===== config.mk =====
export PLATFORM = sky130hd
export DESIGN_NAME = vram_oam_arbiter
export DESIGN_NICKNAME = d
export VERILOG_FILES = /design/src/rtl/ppu_pkg.sv /design/src/rtl/vram_oam_arbiter_if.sv /design/src/rtl/oam_dma_engine.sv /design/src/rtl/vram_oam_arbiter.sv
export SDC_FILE = /design/constraint.sdc
export NUM_CORES = 1
export LEC_CHECK = 0
export ABC_AREA = 1
export BUFFER_PORTS_ARGS = -buffer_cell sky130_fd_sc_hd__buf_2
export CORE_MARGIN = 2
export CORE_UTILIZATION = 46
export CTS_CLUSTER_SIZE = 14
export DETAILED_ROUTE_END_ITERATION = 10
export PLACE_DENSITY_LB_ADDON = 0.12
export SLEW_MARGIN = 20
export SYNTH_ARGS = -nofsm -noshare
export SYNTH_HDL_FRONTEND = slang
export SYNTH_SLANG_ARGS = --single-unit

===== constraint.sdc =====
create_clock -name clk_in -period 1.7 [get_ports clk_in]
set_input_delay 0.17 -clock clk_in [delete_from_list [all_inputs] [get_ports clk_in]]
set_output_delay 0.17 -clock clk_in [all_outputs]
set_load 0.01 [all_outputs]

===== src/rtl/ppu_pkg.sv =====
// rtl/ppu_pkg.sv - shared PPU modes, region map and OAM DMA types
package ppu_pkg;

  typedef enum logic [1:0] {
    MODE_HBLANK  = 2'd0,
    MODE_VBLANK  = 2'd1,
    MODE_OAMSCAN = 2'd2,
    MODE_DRAW    = 2'd3
  } ppu_mode_t;

  typedef enum logic [1:0] {
    DMA_IDLE,
    DMA_RD,
    DMA_WAIT,
    DMA_WR
  } dma_state_t;

  typedef enum logic [1:0] {
    REGION_VRAM,
    REGION_OAM,
    REGION_UNUSABLE,
    REGION_OTHER
  } region_t;

  typedef enum logic [1:0] {
    RSEL_ZERO,
    RSEL_FF,
    RSEL_VRAM,
    RSEL_OAM
  } rsel_t;

  localparam logic [15:0] VRAM_BASE       = 16'h8000;
  localparam logic [15:0] VRAM_LIMIT      = 16'h9FFF;
  localparam logic [15:0] OAM_BASE        = 16'hFE00;
  localparam logic [15:0] OAM_LIMIT       = 16'hFE9F;
  localparam logic [15:0] UNUSABLE_BASE   = 16'hFEA0;
  localparam logic [15:0] UNUSABLE_LIMIT  = 16'hFEFF;

  localparam int          DMA_LEN_DEFAULT = 160;
  // Echo-RAM source pages fold back onto work RAM
  localparam logic [7:0]  DMA_SRC_LIMIT   = 8'hDF;
  localparam logic [7:0]  DMA_SRC_FOLD    = 8'h20;

  function automatic region_t decode_region(input logic [15:0] addr);
    if (addr >= VRAM_BASE && addr <= VRAM_LIMIT) return REGION_VRAM;
    if (addr >= OAM_BASE && addr <= OAM_LIMIT) return REGION_OAM;
    if (addr >= UNUSABLE_BASE && addr <= UNUSABLE_LIMIT) return REGION_UNUSABLE;
    return REGION_OTHER;
  endfunction

endpackage


===== src/rtl/vram_oam_arbiter_if.sv =====
// rtl/vram_oam_arbiter_if.sv - link between the arbiter and the OAM DMA engine
interface vram_oam_arbiter_if;
  logic        start;
  logic [7:0]  src;
  logic        mcyc_en;
  logic        busy;
  logic        ext_req;
  logic [15:0] ext_addr;
  logic [7:0]  ext_rdata;
  logic        ext_valid;
  logic        oam_we;
  logic [7:0]  oam_addr;
  logic [7:0]  oam_wdata;

  modport master (
    input  start, src, mcyc_en, ext_rdata, ext_valid,
    output busy, ext_req, ext_addr, oam_we, oam_addr, oam_wdata
  );

  modport slave (
    output start, src, mcyc_en, ext_rdata, ext_valid,
    input  busy, ext_req, ext_addr, oam_we, oam_addr, oam_wdata
  );
endinterface


===== src/rtl/oam_dma_engine.sv =====
// rtl/oam_dma_engine.sv - OAM DMA: one source read and one OAM write per byte
module oam_dma_engine
  import ppu_pkg::*;
#(
  parameter int DMA_LEN = DMA_LEN_DEFAULT
) (
  input  logic                clk_in,
  input  logic                rst_n_in,
  vram_oam_arbiter_if.master  dma
);

  localparam logic [7:0] LAST_IDX = 8'(DMA_LEN - 1);

  dma_state_t  state;
  logic [7:0]  src_q;
  logic [7:0]  idx_q;
  logic [7:0]  byte_q;
  logic [15:0] ext_addr_q;
  logic        ext_req_q;
  logic        busy_q;
  logic        wr_q;
  logic [7:0]  src_eff;

  assign src_eff = (dma.src > DMA_SRC_LIMIT) ? dma.src - DMA_SRC_FOLD : dma.src;

  always_ff @(posedge clk_in or negedge rst_n_in) begin
    if (!rst_n_in) begin
      state      <= DMA_IDLE;
      src_q      <= '0;
      idx_q      <= '0;
      byte_q     <= '0;
      ext_addr_q <= '0;
      ext_req_q  <= 1'b0;
      busy_q     <= 1'b0;
      wr_q       <= 1'b0;
    end else begin
      ext_req_q <= 1'b0;
      wr_q      <= 1'b0;
      // A start in any state restarts; a byte still in flight is simply dropped
      if (dma.start) begin
        src_q  <= src_eff;
        idx_q  <= '0;
        busy_q <= 1'b1;
        state  <= DMA_RD;
      end else begin
        case (state)
          DMA_IDLE: ;
          DMA_RD: begin
            if (dma.mcyc_en) begin
              ext_req_q  <= 1'b1;
              ext_addr_q <= {src_q, idx_q};
              state      <= DMA_WAIT;
            end
          end
          DMA_WAIT: begin
            if (dma.ext_valid) begin
              byte_q <= dma.ext_rdata;
              wr_q   <= 1'b1;
              state  <= DMA_WR;
            end
          end
          DMA_WR: begin
            if (idx_q == LAST_IDX) begin
              busy_q <= 1'b0;
              state  <= DMA_IDLE;
            end else begin
              idx_q <= idx_q + 8'd1;
              state <= DMA_RD;
            end
          end
          default: state <= DMA_IDLE;
        endcase
      end
    end
  end

  assign dma.oam_we    = wr_q & ~dma.start;
  assign dma.oam_addr  = idx_q;
  assign dma.oam_wdata = byte_q;
  assign dma.busy      = busy_q;
  assign dma.ext_req   = ext_req_q;
  assign dma.ext_addr  = ext_addr_q;

endmodule


===== src/rtl/vram_oam_arbiter.sv =====
// rtl/vram_oam_arbiter.sv - VRAM/OAM arbitration between CPU, PPU and OAM DMA
module vram_oam_arbiter
  import ppu_pkg::*;
#(
  parameter int DMA_LEN = DMA_LEN_DEFAULT
) (
  input  logic        clk_in,
  input  logic        rst_n_in,
  input  logic [1:0]  mode_in,
  input  logic        lcd_en_in,
  input  logic        mcyc_en_in,
  input  logic        cpu_req_in,
  input  logic        cpu_we_in,
  input  logic [15:0] cpu_addr_in,
  input  logic [7:0]  cpu_wdata_in,
  output logic        cpu_ack_out,
  output logic [7:0]  cpu_rdata_out,
  input  logic        ppu_req_in,
  input  logic [15:0] ppu_addr_in,
  output logic        ppu_valid_out,
  output logic [7:0]  ppu_data_out,
  input  logic        dma_start_in,
  input  logic [7:0]  dma_src_in,
  output logic        dma_busy_out,
  output logic [12:0] vram_addr_out,
  output logic        vram_we_out,
  output logic [7:0]  vram_wdata_out,
  input  logic [7:0]  vram_rdata_in,
  output logic [7:0]  oam_addr_out,
  output logic        oam_we_out,
  output logic [7:0]  oam_wdata_out,
  input  logic [7:0]  oam_rdata_in,
  output logic        ext_req_out,
  output logic [15:0] ext_addr_out,
  input  logic [7:0]  ext_rdata_in,
  input  logic        ext_valid_in
);

  vram_oam_arbiter_if dma_if ();

  assign dma_if.start     = dma_start_in;
  assign dma_if.src       = dma_src_in;
  assign dma_if.mcyc_en   = mcyc_en_in;
  assign dma_if.ext_rdata = ext_rdata_in;
  assign dma_if.ext_valid = ext_valid_in;
  assign dma_busy_out     = dma_if.busy;
  assign ext_req_out      = dma_if.ext_req;
  assign ext_addr_out     = dma_if.ext_addr;

  oam_dma_engine #(.DMA_LEN(DMA_LEN)) u_dma (
    .clk_in   (clk_in),
    .rst_n_in (rst_n_in),
    .dma      (dma_if)
  );

  ppu_mode_t mode;
  region_t   cpu_region;
  region_t   ppu_region;
  logic      ppu_owns_vram, ppu_owns_oam;
  logic      ppu_vram_gnt, ppu_oam_gnt, cpu_vram_gnt, cpu_oam_gnt;
  rsel_t     cpu_sel_d, cpu_sel_q;
  logic      ppu_sel_oam_q;

  assign mode       = ppu_mode_t'(mode_in);
  assign cpu_region = decode_region(cpu_addr_in);
  assign ppu_region = decode_region(ppu_addr_in);

  // Ownership is by PPU mode, so a CPU colliding with the PPU is always the loser
  assign ppu_owns_vram = lcd_en_in && (mode == MODE_DRAW);
  assign ppu_owns_oam  = lcd_en_in && (mode == MODE_OAMSCAN || mode == MODE_DRAW);
  assign ppu_vram_gnt  = ppu_req_in && ppu_owns_vram && (ppu_region == REGION_VRAM);
  assign ppu_oam_gnt   = ppu_req_in && ppu_owns_oam && !dma_if.busy && (ppu_region == REGION_OAM);
  assign cpu_vram_gnt  = cpu_req_in && !ppu_owns_vram && (cpu_region == REGION_VRAM);
  assign cpu_oam_gnt   = cpu_req_in && !ppu_owns_oam && !dma_if.busy && (cpu_region == REGION_OAM);

  always_comb begin
    vram_addr_out  = '0;
    vram_we_out    = 1'b0;
    vram_wdata_out = '0;
    if (ppu_vram_gnt) begin
      vram_addr_out = ppu_addr_in[12:0];
    end else if (cpu_vram_gnt) begin
      vram_addr_out  = cpu_addr_in[12:0];
      vram_we_out    = cpu_we_in;
      vram_wdata_out = cpu_wdata_in;
    end
  end

  always_comb begin
    oam_addr_out  = '0;
    oam_we_out    = 1'b0;
    oam_wdata_out = '0;
    if (dma_if.oam_we) begin
      oam_addr_out  = dma_if.oam_addr;
      oam_we_out    = 1'b1;
      oam_wdata_out = dma_if.oam_wdata;
    end else if (ppu_oam_gnt) begin
      oam_addr_out = ppu_addr_in[7:0];
    end else if (cpu_oam_gnt) begin
      oam_addr_out  = cpu_addr_in[7:0];
      oam_we_out    = cpu_we_in;
      oam_wdata_out = cpu_wdata_in;
    end
  end

  always_comb begin
    cpu_sel_d = RSEL_FF;
    if (cpu_we_in) begin
      cpu_sel_d = RSEL_ZERO;
    end else begin
      case (cpu_region)
        REGION_VRAM:     cpu_sel_d = cpu_vram_gnt ? RSEL_VRAM : RSEL_FF;
        REGION_OAM:      cpu_sel_d = cpu_oam_gnt ? RSEL_OAM : RSEL_FF;
        REGION_UNUSABLE: cpu_sel_d = RSEL_ZERO;
        default:         cpu_sel_d = RSEL_FF;
      endcase
    end
  end

  always_ff @(posedge clk_in or negedge rst_n_in) begin
    if (!rst_n_in) begin
      cpu_ack_out   <= 1'b0;
      cpu_sel_q     <= RSEL_ZERO;
      ppu_valid_out <= 1'b0;
      ppu_sel_oam_q <= 1'b0;
    end else begin
      cpu_ack_out   <= cpu_req_in;
      cpu_sel_q     <= cpu_req_in ? cpu_sel_d : RSEL_ZERO;
      ppu_valid_out <= ppu_vram_gnt || ppu_oam_gnt;
      ppu_sel_oam_q <= ppu_oam_gnt;
    end
  end

  // Memory read data arrives one clock after the address, aligned with the ack
  always_comb begin
    case (cpu_sel_q)
      RSEL_VRAM: cpu_rdata_out = vram_rdata_in;
      RSEL_OAM:  cpu_rdata_out = oam_rdata_in;
      RSEL_FF:   cpu_rdata_out = 8'hFF;
      default:   cpu_rdata_out = 8'h00;
    endcase
  end

  assign ppu_data_out = !ppu_valid_out ? 8'h00 : (ppu_sel_oam_q ? oam_rdata_in : vram_rdata_in);

endmodule


## Word-level counts from Yosys, hierarchy flattened

Cells that the tools add are included.

- Flip-flop bits (word level): 50
- Word-level logic and storage cells: 142
- Input port bits: 83
- Output and inout port bits: 75

- Bitwise gates (word level): 2
- Muxes and demuxes: 65
- Eq/ne operators: 15
- $lt $le $gt $ge: 13
- Add/subtract/negate cells: 2
- Reductions and logical operators: 33

Operators by type and width:

| cell | number |
|---|---|
| $mux W8 | 14 |
| $ge A16 B16 Y1 const B | 6 |
| $le A16 B16 Y1 const B | 6 |
| $mux W2 | 19 |
| $mux W1 | 27 |
| $mux W13 | 2 |
| $pmux W8 S3 | 1 |
| $logic_and A1 B1 Y1 | 18 |
| $eq A2 B2 Y1 const B | 7 |
| $pmux W2 S3 | 2 |
| $reduce_and A3 Y1 | 3 |
| $add A8 B1 Y8 const B | 1 |
| $eq A2 B1 Y1 const B | 4 |
| $eq A8 B8 Y1 const B | 1 |
| $gt A8 B8 Y1 const B | 1 |
| $sub A8 B6 Y8 const B | 1 |
| $ne A3 B3 Y1 const B | 2 |
| $logic_not A2 Y1 | 2 |
| $reduce_and A2 Y1 | 2 |
| $reduce_bool A2 Y1 | 2 |
| $reduce_bool A4 Y1 | 1 |
| $logic_not A1 Y1 | 3 |
| $logic_or A1 B1 Y1 | 2 |
| $ne A2 B2 Y1 const B | 1 |
| other kinds (2) | 2 |

## Longest topological paths before layout

Gate-level depths: netlist of run 1.

- Word-level depth: 15
- Gate-level depth with buffers: 9
- Depth with buffers taken out: 9

## Hierarchy

From an unflattened synthesis of run 1, not the netlist that was laid out.

- Cells, all modules: 483
- Area total of the unflattened synthesis: 3,261.9 um^2

Modules (own cells, without submodules):

| module | sequential area each (um^2) | area an instance (um^2) | times used | cells an instance |
|---|---|---|---|---|
| oam_dma_engine | 1,126.1 | 1,974.4 | 1 | 233 |
| vram_oam_arbiter | 125.1 | 1,287.5 | 1 | 250 |

## Worst setup path after synthesis of run 1

OpenSTA, ideal clock, no wires.

- Kind: reg-to-reg
- Start: reg u_dma.idx_q[0], in the netlist u_dma.dma.oam_addr[0]
- End: reg u_dma.idx_q[6], in the netlist u_dma.dma.oam_addr[6]
- Data required time: 1.573 ns
- Buffers on the path: 1
- Cell stages (with the launch flop): 9
- Setup slack: 0.291 ns
- Period minus slack after synthesis: 1.409 ns
- Library setup time: 0.127 ns
- Arrival: 1.281 ns
- Path through: dfrtp_1 -> ha_1 -> nand2_1 -> nor2_1 -> nand3_1 -> nand2_2 -> buf_4 -> nand2_1 -> o21ai_0

- Word-level cells in the longest chain between the ends: 4
- Elaborated cells between the ends (all ways): 7
- Classes of those cells: add/sub (1); eq/ne (2); mux (3); reduce/logical (1)

RTL lines:

| element | RTL line | text |
|---|---|---|
| from (decl) | oam_dma_engine.sv:16 | `logic [7:0] idx_q;` |
| from (signal assigned) | oam_dma_engine.sv:67 | `idx_q <= idx_q + 8'd1;` |
| $add A8 B1 Y8 | oam_dma_engine.sv:67 |  |
| $mux W8 | oam_dma_engine.sv:63 | `if (idx_q == LAST_IDX) begin` |
| $mux W8 | oam_dma_engine.sv:46 | `case (state)` |
| $mux W8 | oam_dma_engine.sv:40 | `if (dma.start) begin` |

Several ways; a longest one is shown, not always the timed one. The select of a mux whose other input is x is not followed.
A chain may end at the register's enable or synchronous reset.

## Worst setup path after layout of run 1

- Start: reg u_dma.busy_q, in the netlist u_dma.dma.busy
- End: out oam_addr_out[7]

- Word-level cells in the longest chain between the ends: 6
- Elaborated cells between the ends (all ways): 8
- Classes of those cells: mux (3); reduce/logical (5)

RTL lines:

| element | RTL line | text |
|---|---|---|
| from (decl) | oam_dma_engine.sv:20 | `logic busy_q;` |
| from (signal assigned) | oam_dma_engine.sv:34 | `busy_q <= 1'b0;` |
| from (signal assigned) | oam_dma_engine.sv:43 | `busy_q <= 1'b1;` |
| from (signal assigned) | oam_dma_engine.sv:64 | `busy_q <= 1'b0;` |
| $logic_not A1 Y1 (*) | vram_oam_arbiter.sv:72, vram_oam_arbiter.sv:74 |  |
| $logic_and A1 B1 Y1 (2 in a row) | vram_oam_arbiter.sv:74 | `assign cpu_oam_gnt = cpu_req_in && !ppu_owns_oam && !dma_if.busy && (cpu_region == REGION_OAM);` |
| $mux W8 | vram_oam_arbiter.sv:99 | `end else if (cpu_oam_gnt) begin` |
| $mux W8 (*) | vram_oam_arbiter.sv:97 | `end else if (ppu_oam_gnt) begin` |
| $mux W8 (*) | vram_oam_arbiter.sv:93 | `if (dma_if.oam_we) begin` |
| to (decl) | vram_oam_arbiter.sv:29 | `output logic [7:0] oam_addr_out,` |

Every way passes the cells marked *; elsewhere a longest branch is shown, timed or not.

==> flow_summary_export.csv, run 1 <==
group,metric,value,unit
route,routed-via-count,3619,
sta,grt_setup_unrepaired,"yes",
placement,place.gp.congestion,0.907,
outcome,run_status,"finished, violations left",
floorplan,initial_core_util,0.471,
placement,placement.io_buffers,157,
setup_path,setup.worst_path.end_class,"primary output",
setup_path,timing.critical_path.from_type,"register",
sta,number_of_hold_violations_in_the_final_report,0,
floorplan,core-area,6720,µm²
grt,grt_pass1_wl,14700,µm
clock_tree,clock_latency,0.30,ns
route,route.detailed.drc,0,
clock_tree,tritoncts,"built",
sta,timing_worst_slew_pin_value,0.615,ns
sta,hold_slack,0.0431,ns
setup_path,crit_fanout,4,
yosys,synthDominantCellAreaShare,0.396,
power,vdd_ir_drop_max,0.631,mV
sta,timing.final.crit_share,1.06,
yosys,syn_nets,563,
route,detail_route.wl_per_cell,12.7,µm
clock_tree,cts_made_buffers,5,
power,power_density_over_the_cells,800,nW/µm²
finish,antenna_cells_inserted,0,
finish,n_fill_cell,633,
route,wirelength,9250,µm
yosys,yosys.area.top_type,"sky130_fd_sc_hd__dfrtp_1",
grt,gr-total-overflow,0,
clock_tree,worst_setup_hold_path_clk_slew,0.08,ns
yosys,postSynthAreaPerCell,6.62,µm²
clock_tree,clock-root-buffer,"sky130_fd_sc_hd__clkbuf_8",
grt,grt_max_degree,51,
yosys,ys_top_cells_by_area,"sky130_fd_sc_hd__dfrtp_1 (40%), sky130_fd_sc_hd__nand2_1 (16%), sky130_fd_sc_hd__o21ai_0 (9.0%), sky130_fd_sc_hd__inv_1 (8.0%), sky130_fd_sc_hd__nor2_1 (7.1%)",
finish,area_growth_syn_to_layout,36.7,%
floorplan,io_pins,158,
setup_path,reg2reg_slack,0.25,ns
finish,finalCoreUtilization,0.643,
grt,grt_pass1_vias,3310,
clock_tree,clkSinkCount,50,
yosys,synth_top_cells_by_count,"sky130_fd_sc_hd__nand2_1 (137), sky130_fd_sc_hd__inv_1 (67), sky130_fd_sc_hd__nor2_1 (60)",
yosys,async_reset_ff_frac,1.00,
sta,slew_violations,0,
setup_path,timing_worst_setup_path_type,"reg2out",
finish,final_cell_count_without_fillers,727,
floorplan,chipWidth,86.9,µm
finish,layout_cells_sized_above_1,0.342,
outcome,violations_in_the_final_reports,"setup timing",
route,drt_first_iter_violations,154,
finish,multi_input_area,1660,µm²
yosys,ys_seq_elements,50,
floorplan,num_rows,30,
floorplan,die_area,7560,µm²
finish,layout.area.seq,1250,µm²
route,drt_first_pass_iters,5,
sta,fmax,554,MHz
job,max-cap-violations,0,
yosys,synth_edf_count,0,
setup_path,critical_path_arrival,1.63,ns
floorplan,die_h,86.9,µm
grt,globalRouteTotalUtil,0.240,
route,ant_nets,0,
sta,slew_headroom,0.590,
yosys,synthesis.instances,478,
clock_tree,cts_max_level,2,
yosys,synthesis.yosys.warnings,0,
sta,finalCriticalPeriod,1.80,ns
placement,placed_cells,713,
yosys,yosysSeqAreaShare,0.396,
power,total_leakage_power,0.00256,µW
setup_path,worst-endpoint-required,1.53,ns
sta,finalWorstSetupSlack,-0.104,ns
yosys,synthMostInstantiatedCell,"sky130_fd_sc_hd__nand2_1",
route,avgViaCountPerCell,4.98,
finish,num-nets-final,732,
yosys,ys_dominant_reg_cell,"sky130_fd_sc_hd__dfrtp_1",
power,power,3460,µW
yosys,synthDistinctLibCells,27,
placement,dp.final_hpwl,7200,µm
yosys,synthesis.area,3160,µm²
placement,dpl-instance-area,4070,µm²
sta,fin_skew,0.00755,ns
hold_path,hold_removal_path_class,"in2reg",
sta,setup_viol,16,
finish,fin_area,4320,µm²
grt,antenna_violations_before_repair,0,
clock_tree,cts_buffer_depth,2,
==> routing by layer <==
metal | wire length, µm | track usage
met5 | 0 | 0
met4 | 129 | 0.0753
met3 | 658 | 0.0417
met2 | 4550 | 0.412
met1 | 3910 | 0.308
==> layout make-up <==
class,count,area share
flip-flops and latches,50,0.290
clock inverters,2,0.00347
well taps,80,0.0232
repair buffers,179,0.223
multi-input cells,342,0.383
inverters,69,0.0616
clock buffers,5,0.0159
==> registers in the layout (all words and copies together) (netlist names) <==
name                 count
u_dma.dma.ext_addr      16
u_dma.dma.oam_addr       8
u_dma.dma.oam_wdata      8
u_dma.src_q              8
cpu_sel_q                2
u_dma.state              2
cpu_ack_out              1
ppu_sel_oam_q            1
ppu_valid_out            1
u_dma.dma.busy           1
u_dma.dma.ext_req        1
u_dma.wr_q               1
==> worst max-delay path, cell delays in order (launching register included) <==
cell                      delay [ns]
sky130_fd_sc_hd__dfrtp_1        0.40
sky130_fd_sc_hd__inv_2          0.09
sky130_fd_sc_hd__nand4_1        0.13
sky130_fd_sc_hd__nor2_4         0.17
sky130_fd_sc_hd__nand2_1        0.13
sky130_fd_sc_hd__nand2_1        0.11
sky130_fd_sc_hd__nor2_2         0.04
sky130_fd_sc_hd__nor2_1         0.07
sky130_fd_sc_hd__nor2_1         0.06
sky130_fd_sc_hd__buf_2          0.14
==> cell usage in the layout (no fill, tap or decap), types with 2 or more instances in the layout <==
master,count
sky130_fd_sc_hd__inv_2,3
sky130_fd_sc_hd__o31ai_1,2
sky130_fd_sc_hd__dfrtp_1,49
sky130_fd_sc_hd__o21ai_0,56
sky130_fd_sc_hd__a21oi_1,11
sky130_fd_sc_hd__nand2_1,137
sky130_fd_sc_hd__nand3_2,13
sky130_fd_sc_hd__clkinvlp_4,2
sky130_fd_sc_hd__ha_1,2
sky130_fd_sc_hd__nor3_4,2
sky130_fd_sc_hd__nand3b_1,2
sky130_fd_sc_hd__buf_4,18
sky130_fd_sc_hd__nor2_4,3
sky130_fd_sc_hd__nand3_1,30
sky130_fd_sc_hd__buf_6,3
sky130_fd_sc_hd__o21ai_1,6
sky130_fd_sc_hd__o21ai_2,6
sky130_fd_sc_hd__buf_2,157
sky130_fd_sc_hd__nand4_1,3
sky130_fd_sc_hd__nor2_2,4
sky130_fd_sc_hd__nor2_1,54
sky130_fd_sc_hd__clkbuf_8,5
sky130_fd_sc_hd__inv_1,65
sky130_fd_sc_hd__o22ai_1,2
sky130_fd_sc_hd__nor3_1,4
==> cell families after synthesis <==
family,after synthesis,synth area share
compound gates,83,0.141
xor+xnor,1,0.00277
fa+ha+maj,2,0.00791
buf+inv,87,0.114
flops,50,0.396
simple gates,255,0.339
==> per-stage QoR <==
step           worst slack [ns]  setup TNS [ns]
6_report                 -0.104          -0.733
5_1_grt                  -0.173           -2.28
4_1_cts                 -0.0536          -0.287
2_1_floorplan             0.291               0
3_3_place_gp              0.150               0
3_5_place_dp             0.0750               0
==> what timing repair did <==
action	in CTS	in global routing
endpoints found under the hold margin	50	0
setup endpoints to repair	17	27
gates resized for setup	21	13
hold buffers	1	0
cloned	0	1
buffers inserted	3	2
pin swaps	3	8
==> path summary, 6_finish.rpt <==
check,startpoint,endpoint,cells after the start
min in group asynchronous,rst_n_in,u_dma.src_q[4],3
max in group asynchronous,rst_n_in,cpu_sel_q[0],3
setup reg to reg,u_dma.state[0],u_dma.dma.ext_addr[10],5
hold / removal,cpu_req_in,cpu_ack_out,1
hold reg to reg,u_dma.dma.ext_addr[3],u_dma.dma.ext_addr[3],2
setup / recovery,u_dma.dma.busy,oam_addr_out[7],9
==> where the power goes <==
| group | switching, µW | internal, µW |
|---|---|---|
| clock | 385 | 281 |
| combinational | 670 | 451 |
| sequential | 185 | 1490 |
| total | 1240 | 2220 |
No activity file was read; power rests on OpenSTA's default activity.
==> run 2: changes to the inputs <==
--- a/config.mk
+++ b/config.mk
@@ -11,7 +11,7 @@
 export CORE_UTILIZATION = 46
 export CTS_CLUSTER_SIZE = 14
 export DETAILED_ROUTE_END_ITERATION = 10
-export PLACE_DENSITY_LB_ADDON = 0.12
+export PLACE_DENSITY = 0.82
 export SLEW_MARGIN = 20
 export SYNTH_ARGS = -nofsm -noshare
 export SYNTH_HDL_FRONTEND = slang
==> flow_summary_export.csv, run 2 (synthesis gave the netlist of run 1 again) <==
group,metric,value,unit
outcome,run_status,"finished, violations left",
outcome,violations_in_the_final_reports,"setup timing",
finish,leading_cell_types_in_the_layout_fill_and_taps_excluded,"sky130_fd_sc_hd__buf_2 (157), sky130_fd_sc_hd__nand2_1 (136), sky130_fd_sc_hd__inv_1 (64), sky130_fd_sc_hd__o21ai_0 (56), sky130_fd_sc_hd__nor2_1 (55)",
finish,area_growth_syn_to_layout,36.7,%
clock_tree,clock-root-buffer,"sky130_fd_sc_hd__clkbuf_8",
setup_path,setup.worst_path.end_class,"primary output",
floorplan,num_rows,30,
finish,antenna_cells_inserted,0,
clock_tree,cts_max_level,2,
route,wirelength,9550,µm
floorplan,die_area,7560,µm²
sta,fmax,559,MHz
sta,slew_violations,0,
sta,slew_headroom,0.670,
grt,globalRouteTotalUtil,0.240,
route,ant_nets,0,
setup_path,crit_fanout,17,
sta,timing.final.crit_share,1.05,
clock_tree,clkSinkCount,50,
floorplan,initial_core_util,0.471,
sta,setup_viol,10,
setup_path,cp_slowest_cell,"sky130_fd_sc_hd__dfrtp_2",
sta,finalWorstSetupSlack,-0.0885,ns
hold_path,hold_removal_path_class,"in2reg",
finish,largest_register_ff_count,16,
setup_path,worst_setup_path_startpoint,"u_dma.wr_q",
route,route.detailed.drc,0,
setup_path,worst-endpoint-required,1.53,ns
setup_path,path_cells,"nand2_2 > buf_12 > nand2_1 > nor2_1 > nor2_1 > buf_2",
sta,finalCriticalPeriod,1.79,ns
grt,grt_pass1_vias,3420,
grt,grt_pass1_wl,14600,µm
setup_path,critical_path_most_common_cell,"sky130_fd_sc_hd__nor2_1",
power,total_leakage_power,0.00257,µW
placement,place.gp.congestion,0.876,
sta,totalNegativeSetupSlack,-0.561,ns
sta,fin_skew,0.0129,ns
placement,pre_cts_slack,0.142,ns
route,detail_route.wl_per_cell,13.1,µm
setup_path,critical_path_arrival,1.62,ns
clock_tree,clock_latency,0.31,ns
finish,num-nets-final,730,
clock_tree,cts_buffer_depth,2,
power,vdd_ir_drop_max,0.726,mV
route,avgViaCountPerCell,5.12,
setup_path,biggest_cell_delay_along_the_critical_path,0.48,ns
placement,dpl-instance-area,4070,µm²
hold_path,min-delay-start,"cpu_req_in",
finish,fin_area,4320,µm²
power,power_density_over_the_cells,818,nW/µm²
sta,grt_setup_unrepaired,"yes",
finish,layout_cells_sized_above_1,0.342,
setup_path,timing.critical_path.from_type,"register",
grt,gr-total-overflow,0,
route,routed-via-count,3719,
placement,placement.io_buffers,157,
clock_tree,worst_setup_hold_path_clk_slew,0.10,ns
floorplan,core-area,6720,µm²
route,drt_first_iter_violations,150,
clock_tree,tritoncts,"built",
placement,placed_cells,712,
grt,grt_max_degree,30,
finish,finalCoreUtilization,0.644,
clock_tree,cts_made_buffers,5,
floorplan,io_pins,158,
sta,number_of_hold_violations_in_the_final_report,0,
grt,antenna_violations_before_repair,0,
sta,timing_worst_slew_pin_value,0.494,ns
finish,n_fill_cell,617,
floorplan,chipWidth,86.9,µm
finish,layout_commonest_cell,"sky130_fd_sc_hd__buf_2",
placement,dp.final_hpwl,7490,µm
job,max-cap-violations,0,
finish,final_cell_count_without_fillers,726,
setup_path,crit-reg2reg-launch,"u_dma.dma.oam_addr[0]",
route,drt_first_pass_iters,5,
setup_path,timing_worst_setup_path_type,"reg2out",
floorplan,die_h,86.9,µm
-- run 2: cell count changes in the layout (fill, tap and decap cells not counted), moves of 2 or more --
cell,delta
sky130_fd_sc_hd__buf_4,-2
sky130_fd_sc_hd__clkinv_4,+2
sky130_fd_sc_hd__nand2_2,+2
sky130_fd_sc_hd__nand3_1,+2
sky130_fd_sc_hd__nand3_2,-2
-- run 2: power breakdown --
part | switching (µW) | total, µW | internal [µW]
clock | 410 | 745 | 336
combinational | 675 | 1130 | 450
sequential | 181 | 1670 | 1490
-- run 2: what timing repair did --
item	CTS	global route
gates resized for setup	10	22
buffers inserted	2	2
endpoints found under the hold margin	20	0
gates cloned	1	0
endpoints found under the setup margin	17	20
hold buffers	1	0
pin swaps	7	7
-- run 2: final timing paths --
check	depth (start not counted)	end	slack, ns
worst max register to register	7	u_dma.dma.oam_addr[7]	0.19
worst min-delay path	1	cpu_ack_out	0.05
worst min register to register	2	u_dma.dma.ext_addr[1]	0.48
max in group asynchronous	3	u_dma.dma.ext_addr[0]	0.75
min in group asynchronous	2	u_dma.dma.oam_wdata[7]	0.35
worst max-delay path	6	oam_addr_out[5]	-0.09
-- run 2: final cells by class --
class | count | area (µm²) | area share
clock buffer | 6 | 82.6 | 0.0191
clock inverter | 2 | 17.5 | 0.00405
inverter | 69 | 275 | 0.0637
multi-input combinational | 342 | 1640 | 0.378
sequential | 50 | 1250 | 0.290
tap | 80 | 100 | 0.0231
timing repair buffer | 177 | 958 | 0.222
-- run 2: critical path, delay by kind of cell, from the launching register on --
kind | cells | cell delay [ns]
buffers and inverters | 2 | 0.32
DFF | 1 | 0.48
and+or+nand+nor | 4 | 0.49
-- run 2: routing by layer --
metal  share of wire  global-route usage  up-vias  routed length (µm)
met5               0                   0        -                   0
met1            0.41               0.289     1714                3910
met2            0.51               0.442      138                4900
li1                -                   -     1847                   -
met3           0.060              0.0313       20                 569
met4           0.018              0.0724        0                 171
-- run 2: metrics by stage --
| step | power [µW] | hold slack [ns] |
|---|---|---|
| 2_1_floorplan | 2310 | -0.126 |
| 3_3_place_gp | 2760 | 0.151 |
| 3_5_place_dp | 2810 | 0.161 |
| 4_1_cts | 3550 | 0.0258 |
| 5_1_grt | 3770 | 0.0337 |
| 6_report | 3540 | 0.0508 |
